**config.mk**
```make
export PLATFORM = sky130hd
export DESIGN_NAME = fifo_ctrl
export DESIGN_NICKNAME = d
export VERILOG_FILES = /design/src/rtl/fifo_ctrl_pkg.sv /design/src/rtl/fifo_ctrl.sv
export SDC_FILE = /design/constraint.sdc
export NUM_CORES = 1
export LEC_CHECK = 0
export BUFFER_PORTS_ARGS = -buffer_cell sky130_fd_sc_hd__buf_4
export CAP_MARGIN = 20
export CELL_PAD_IN_SITES_DETAIL_PLACEMENT = 0
export CELL_PAD_IN_SITES_GLOBAL_PLACEMENT = 2
export CORE_MARGIN = 2
export CORE_UTILIZATION = 29
export CTS_CLUSTER_DIAMETER = 100
export CTS_CLUSTER_SIZE = 14
export DETAILED_ROUTE_END_ITERATION = 12
export PLACE_DENSITY_LB_ADDON = 0.12
export SLEW_MARGIN = 20
export SYNTH_ARGS = -nofsm -noshare
export SYNTH_HDL_FRONTEND = slang
export SYNTH_SLANG_ARGS = --single-unit
```
**constraint.sdc**
```tcl
create_clock -name clk -period 3.5 [get_ports clk]
set_input_delay 0.175 -clock clk [delete_from_list [all_inputs] [get_ports clk]]
set_output_delay 0.175 -clock clk [all_outputs]
set_load 0.01 [all_outputs]
```
**src/rtl/fifo_ctrl_pkg.sv**
```systemverilog
`default_nettype none
// ============================================================================
// Module      : fifo_ctrl_pkg
// Description : Shared FIFO geometry, default thresholds and the request
//               classification used by the FIFO pointer/status controller.
//               The FIFO wrapper imports the same package, so the RAM and
//               the controller cannot disagree on widths.
// Revision    : 1.0 - initial release
// ============================================================================
package fifo_ctrl_pkg;

    // Geometry of the 384-bit, 8-deep FIFO
    localparam int FIFO_DATA_WIDTH = 384;
    localparam int FIFO_ADDR_WIDTH = 3;

    // Default status thresholds for the default depth of 8
    localparam int FIFO_AF_TH = 6;
    localparam int FIFO_AE_TH = 2;

    // What the accepted traffic does to the occupancy in one cycle
    typedef enum logic [1:0] {
        OP_IDLE = 2'd0,   // nothing accepted
        OP_PUSH = 2'd1,   // only a push accepted: occupancy grows
        OP_POP  = 2'd2,   // only a pop accepted: occupancy shrinks
        OP_BOTH = 2'd3    // push and pop accepted: occupancy holds
    } fifo_op_e;

    // Map the accepted push/pop pair onto an occupancy operation
    function automatic fifo_op_e classify_op(input logic push_ok, input logic pop_ok);
        fifo_op_e op;
        case ({push_ok, pop_ok})
            2'b10:   op = OP_PUSH;
            2'b01:   op = OP_POP;
            2'b11:   op = OP_BOTH;
            default: op = OP_IDLE;
        endcase
        return op;
    endfunction

endpackage : fifo_ctrl_pkg
`default_nettype wire

```
**src/rtl/fifo_ctrl.sv**
```systemverilog
`default_nettype none
// ============================================================================
// Module      : fifo_ctrl
// Description : Pointer and status controller for the 384-bit, 8-deep FIFO.
//               Accepts push/pop requests, drives the write enable and the
//               write/read addresses of the downstream dual-port RAM, and
//               reports full/empty, almost-full/almost-empty, occupancy and
//               sticky overflow/underflow errors.
// Revision    : 1.0 - initial release
// ============================================================================
module fifo_ctrl
    import fifo_ctrl_pkg::*;
#(
    parameter int ADDR_WIDTH = FIFO_ADDR_WIDTH,
    parameter int AF_TH      = FIFO_AF_TH,
    parameter int AE_TH      = FIFO_AE_TH
) (
    input  logic                  clk,
    input  logic                  reset,
    input  logic                  wr,
    input  logic                  rd,
    input  logic                  clr_err,
    output logic                  w_en,
    output logic [ADDR_WIDTH-1:0] w_addr,
    output logic [ADDR_WIDTH-1:0] r_addr,
    output logic                  full,
    output logic                  empty,
    output logic                  almost_full,
    output logic                  almost_empty,
    output logic [ADDR_WIDTH:0]   count,
    output logic                  overflow,
    output logic                  underflow
);

    // Occupancy is one bit wider than the pointers so that "depth" fits
    localparam int                c_cw    = ADDR_WIDTH + 1;
    localparam logic [ADDR_WIDTH:0] c_depth = c_cw'(2 ** ADDR_WIDTH);
    localparam logic [ADDR_WIDTH:0] c_af_th = c_cw'(AF_TH);
    localparam logic [ADDR_WIDTH:0] c_ae_th = c_cw'(AE_TH);
    localparam logic [ADDR_WIDTH:0] c_one   = c_cw'(1);
    localparam logic [ADDR_WIDTH-1:0] c_ptr_one = ADDR_WIDTH'(1);

    // ------------------------------------------------------------------
    // State registers
    // ------------------------------------------------------------------
    logic [ADDR_WIDTH-1:0] r_wr_ptr;
    logic [ADDR_WIDTH-1:0] r_rd_ptr;
    logic [ADDR_WIDTH:0]   r_count;
    logic                  r_overflow;
    logic                  r_underflow;

    // ------------------------------------------------------------------
    // Combinational decode
    // ------------------------------------------------------------------
    logic                  w_full;
    logic                  w_empty;
    logic                  w_rd_ok;
    logic                  w_wr_ok;
    logic                  w_ovf_set;
    logic                  w_unf_set;
    fifo_op_e              w_op;
    logic [ADDR_WIDTH:0]   w_count_nxt;

    // Status flags come straight from the registered occupancy, so they only
    // change right after a clock edge.
    assign w_full  = (r_count == c_depth);
    assign w_empty = (r_count == '0);

    // A pop needs something to pop. A push needs a free slot, or a slot that
    // is being freed by a pop in the same cycle: the RAM read is asynchronous,
    // so the departing word is consumed before the edge overwrites it.
    assign w_rd_ok = rd & ~w_empty;
    assign w_wr_ok = wr & (~w_full | rd);

    // Rejected requests only raise the sticky error bits
    assign w_ovf_set = wr & ~w_wr_ok;
    assign w_unf_set = rd & w_empty;

    assign w_op = classify_op(w_wr_ok, w_rd_ok);

    // Next occupancy: only one-sided traffic changes it
    always_comb begin
        w_count_nxt = r_count;
        case (w_op)
            OP_PUSH: w_count_nxt = r_count + c_one;
            OP_POP:  w_count_nxt = r_count - c_one;
            default: w_count_nxt = r_count;
        endcase
    end

    // Pointers advance only on accepted traffic; wrap is the natural
    // overflow of the ADDR_WIDTH-bit register.
    always_ff @(posedge clk) begin
        if (reset) begin
            r_wr_ptr <= '0;
            r_rd_ptr <= '0;
        end else begin
            if (w_wr_ok) begin
                r_wr_ptr <= r_wr_ptr + c_ptr_one;
            end
            if (w_rd_ok) begin
                r_rd_ptr <= r_rd_ptr + c_ptr_one;
            end
        end
    end

    // Occupancy register
    always_ff @(posedge clk) begin
        if (reset) begin
            r_count <= '0;
        end else begin
            r_count <= w_count_nxt;
        end
    end

    // Sticky error bits; a new error in the clearing cycle takes priority
    always_ff @(posedge clk) begin
        if (reset) begin
            r_overflow  <= 1'b0;
            r_underflow <= 1'b0;
        end else begin
            if (w_ovf_set) begin
                r_overflow <= 1'b1;
            end else if (clr_err) begin
                r_overflow <= 1'b0;
            end
            if (w_unf_set) begin
                r_underflow <= 1'b1;
            end else if (clr_err) begin
                r_underflow <= 1'b0;
            end
        end
    end

    // ------------------------------------------------------------------
    // Outputs
    // ------------------------------------------------------------------
    // The RAM shares this reset; keep it from writing while reset is held.
    assign w_en         = w_wr_ok & ~reset;
    assign w_addr       = r_wr_ptr;
    assign r_addr       = r_rd_ptr;
    assign full         = w_full;
    assign empty        = w_empty;
    assign almost_full  = (r_count >= c_af_th);
    assign almost_empty = (r_count <= c_ae_th);
    assign count        = r_count;
    assign overflow     = r_overflow;
    assign underflow    = r_underflow;

endmodule : fifo_ctrl
`default_nettype wire

```
==> impl.org <==
** GRT
- Summed over all layers, the global routing overflow is 0.
- Maximum number of pins on one net before global-route repair :: 15
- The first global-routing pass estimated 2.13 mm of wire.
- The number of global-route vias before repair is 464.
- Initial antenna violation count :: 0
- Gr usage total :: 0.112

** Placement
- Total half-perimeter wirelength after legalization and detailed placement :: 994 um
- Counting tap cells, the placed design contains a total of 115 instances.
- Placed cell areas :: 821 um2
- At the end of routability-driven placement, the weighted congestion stood at 0.718.
- Number of input and output port buffers inserted :: 21
- Timing analysis after detailed placement gives a worst setup slack of 0.914 ns.

** STA
- Final clock skew :: 0.0101 ns
- Final setup vio count :: 0
- Achievable clock frequency :: 0.382 GHz
- Of the available clock period, the critical path in the final layout requires 0.747.
- Setup slack closes at 0.884 ns.
- RSZ-0062 raised after global routing :: no
- At the pin with the least slew margin, the transition time is 0.351 ns.
- The count of endpoints failing hold in the final timing report is 0.
- Max transition margin :: 0.764
- Setup TNS after final layout :: 0 ns
- Worst Hold Slack :: 0.161 ns
- Final critical-path required period :: 2.62 ns
- Number of pins with negative max-slew slack in the final report :: 0

** Final layout
- Area grow syn2layout :: 32.2%
- Total inserted antenna cells :: 0
- The layout has 236 filler cells.
- Final Non-Filler Cells :: 119
- Core Util, Final :: 0.395
- In the final layout, the share of cells above drive strength 1 is 0.319.
- After routing the design area is 857 um2.
- For this run, the post-layout net count is 102.

** Die
- Initial Util :: 0.299
- Die width :: 51.3 um
- Core box area :: 2170 um2
- The floorplan step set the die height to 51.3 um.
- The floorplan has 17 rows.
- 22 I/O pins were placed.
- Full die area :: 2630 um2

** CTS
- The clock net in this run drives a total of 12 sinks.
- # Post-CTS Setup Buffers :: 0
- Counting along the longest clock path gives a buffer depth of 2.
- H-tree Lvls :: 1
- Buffers inserted to repair hold after CTS numbered 0.
- TritonCTS created 3 clock buffers.
- Clock tree from TritonCTS :: done
- Master cell of the clock root buffer :: clkbuf_4
- Clock slew at the register clock pins of the worst setup and hold paths :: 0.08 ns
- Clock latency at the later pin of the worst-skew pair :: 0.28 ns
- Total of cells resized after clock tree synthesis :: 0

** Route
- Count of nets left with antenna violations after detail routing :: 0
- Per-cell routed wire length :: 11.5 um
- In the routed layout, each cell is associated on average with a via count of 4.51.
- After detailed routing, the number of remaining DRC violations is 0.
- For this run, the detailed router's first-pass iteration total came to 1.
- DR iter-0 viols :: 0
- The detailed router placed 537 vias in this run.
- Wire length reported by the detailed router :: 1.37 mm

** Logic synthesis
- Counting instances in the post-synthesis netlist gives the leading cell types as nor2_1 (13), dfxtp_1 (12), nor2b_1 (6), xor2_1 (6).
- Syn_area_per_cell :: 9.39 um2
- Dominant cell by count in the synthesized netlist :: nor2_1
- Most used DFF post-synth :: dfxtp_1
- Portion of the post-synthesis area used by sequential elements :: 0.371
- Cells after synthesis :: 69
- Yosys printed 0 warnings.
- Counting flops and latches in the post-synthesis netlist gives 12.
- In this run, synthesis inferred 0 flip-flops with an integrated enable.
- Sorting the synthesized cells by area gives the leading types as dfxtp_1 (37%), ha_1 (9.7%), xor2_1 (8.1%).
- The mapped netlist covers 648 um2.
- Library cells used by synthesis :: 25
- Counting every net in the synthesized netlist gives 79.
- The synthesized design spends more area on one cell type than any other, namely dfxtp_1.
- The share of synthesized area in the top cell type comes to 0.371.
- Fraction of registers with async set or reset after synthesis :: 0

** Critical path
- Arrival time worst endpoint :: 2.80 ns
- Nature of the critical path startpoint :: flip-flop
- Crit Path Category :: reg2reg
- Peak fanout along the critical path :: 11
- For the worst setup path, the data required time is 3.68 ns.
- The worst setup path is captured at a flip-flop.

** Power and ir drop
- After layout, the design draws a total of 667 uW.
- In this run the static leakage power is 0.408 nW.
- Power density of the placed cells :: 779 nW/um2
- Worst IR Drop VDD :: 0.000357 V

** Run status
- The run finished with clean final reports.

** Min path
- The min-delay analysis places its worst path in the category in2reg.

** Run
- The tool flagged a number of max-cap violations equal to 0.
==> cells in the final DEF, fill, tap and decap left out, types with 2 or more instances in the layout <==
cell	count
nor2_1	13
xor2_1	6
or3_1	2
a21oi_1	5
clkbuf_4	3
buf_4	21
mux2i_1	3
dfxtp_1	12
ha_1	5
nor2b_1	6
==> path summary, 6_finish.rpt <==
kind / startpoint / end / slack, ns / cells past startpoint
max: count[1]$_SDFFE_PP0P_ / count[3]$_SDFFE_PP0P_ / 0.88 / 6
min: reset / count[2]$_SDFFE_PP0P_ / 0.16 / 2
max reg2reg: count[1]$_SDFFE_PP0P_ / count[3]$_SDFFE_PP0P_ / 0.88 / 6
min reg2reg: w_addr[2]$_SDFFE_PP0P_ / w_addr[2]$_SDFFE_PP0P_ / 0.53 / 2
==> report_power, final <==
group / total, mW / switching, mW / internal (mW)
Clock: 0.113 / 0.0497 / 0.0633
Combinational: 0.333 / 0.154 / 0.179
Sequential: 0.221 / 0.0515 / 0.170
==> kinds of logic (layout without fill, tap and decap cells) <==
family,Yosys count,in the layout,share of synthesized area
DFF,12,12,0.371
buffers and inverters,4,26,0.0367
and+or+nand+nor,24,24,0.189
AOI/OAI and AO/OA,13,13,0.149
muxes,4,4,0.0637
adders and majority gates,5,5,0.0965
xor gates and xnor gates,7,7,0.0946
==> critical path, cell delays in order (launching register included) <==
cell	delay [ns]
dfxtp_1	0.42
or4b_4	0.60
o21ai_4	0.23
ha_1	0.35
or3_1	0.40
o32ai_1	0.15
mux2_2	0.37
==> final cells by class <==
type	instances	area (um2)	share of cell area
inverters	1	3.75	0.00438
flip-flops and latches	12	240	0.280
clock buffers	4	36.3	0.0423
well taps	28	35.0	0.0409
multi-input cells	53	384	0.448
repair buffers	21	158	0.184
==> layer usage <==
| layer | part of all wire | global-route usage |
|---|---|---|
| met5 | 0 | 0 |
| met4 | 0.015 | 0.0658 |
| met3 | 0.053 | 0.0409 |
| met2 | 0.44 | 0.156 |
| met1 | 0.49 | 0.145 |
==> registers in the layout, indices dropped and copies added (netlist names) <==
| register | cells |
|---|---|
| r_addr | 3 |
| underflow | 1 |
| overflow | 1 |
| count | 4 |
| w_addr | 3 |
Power figures use the tool's default switching activity.
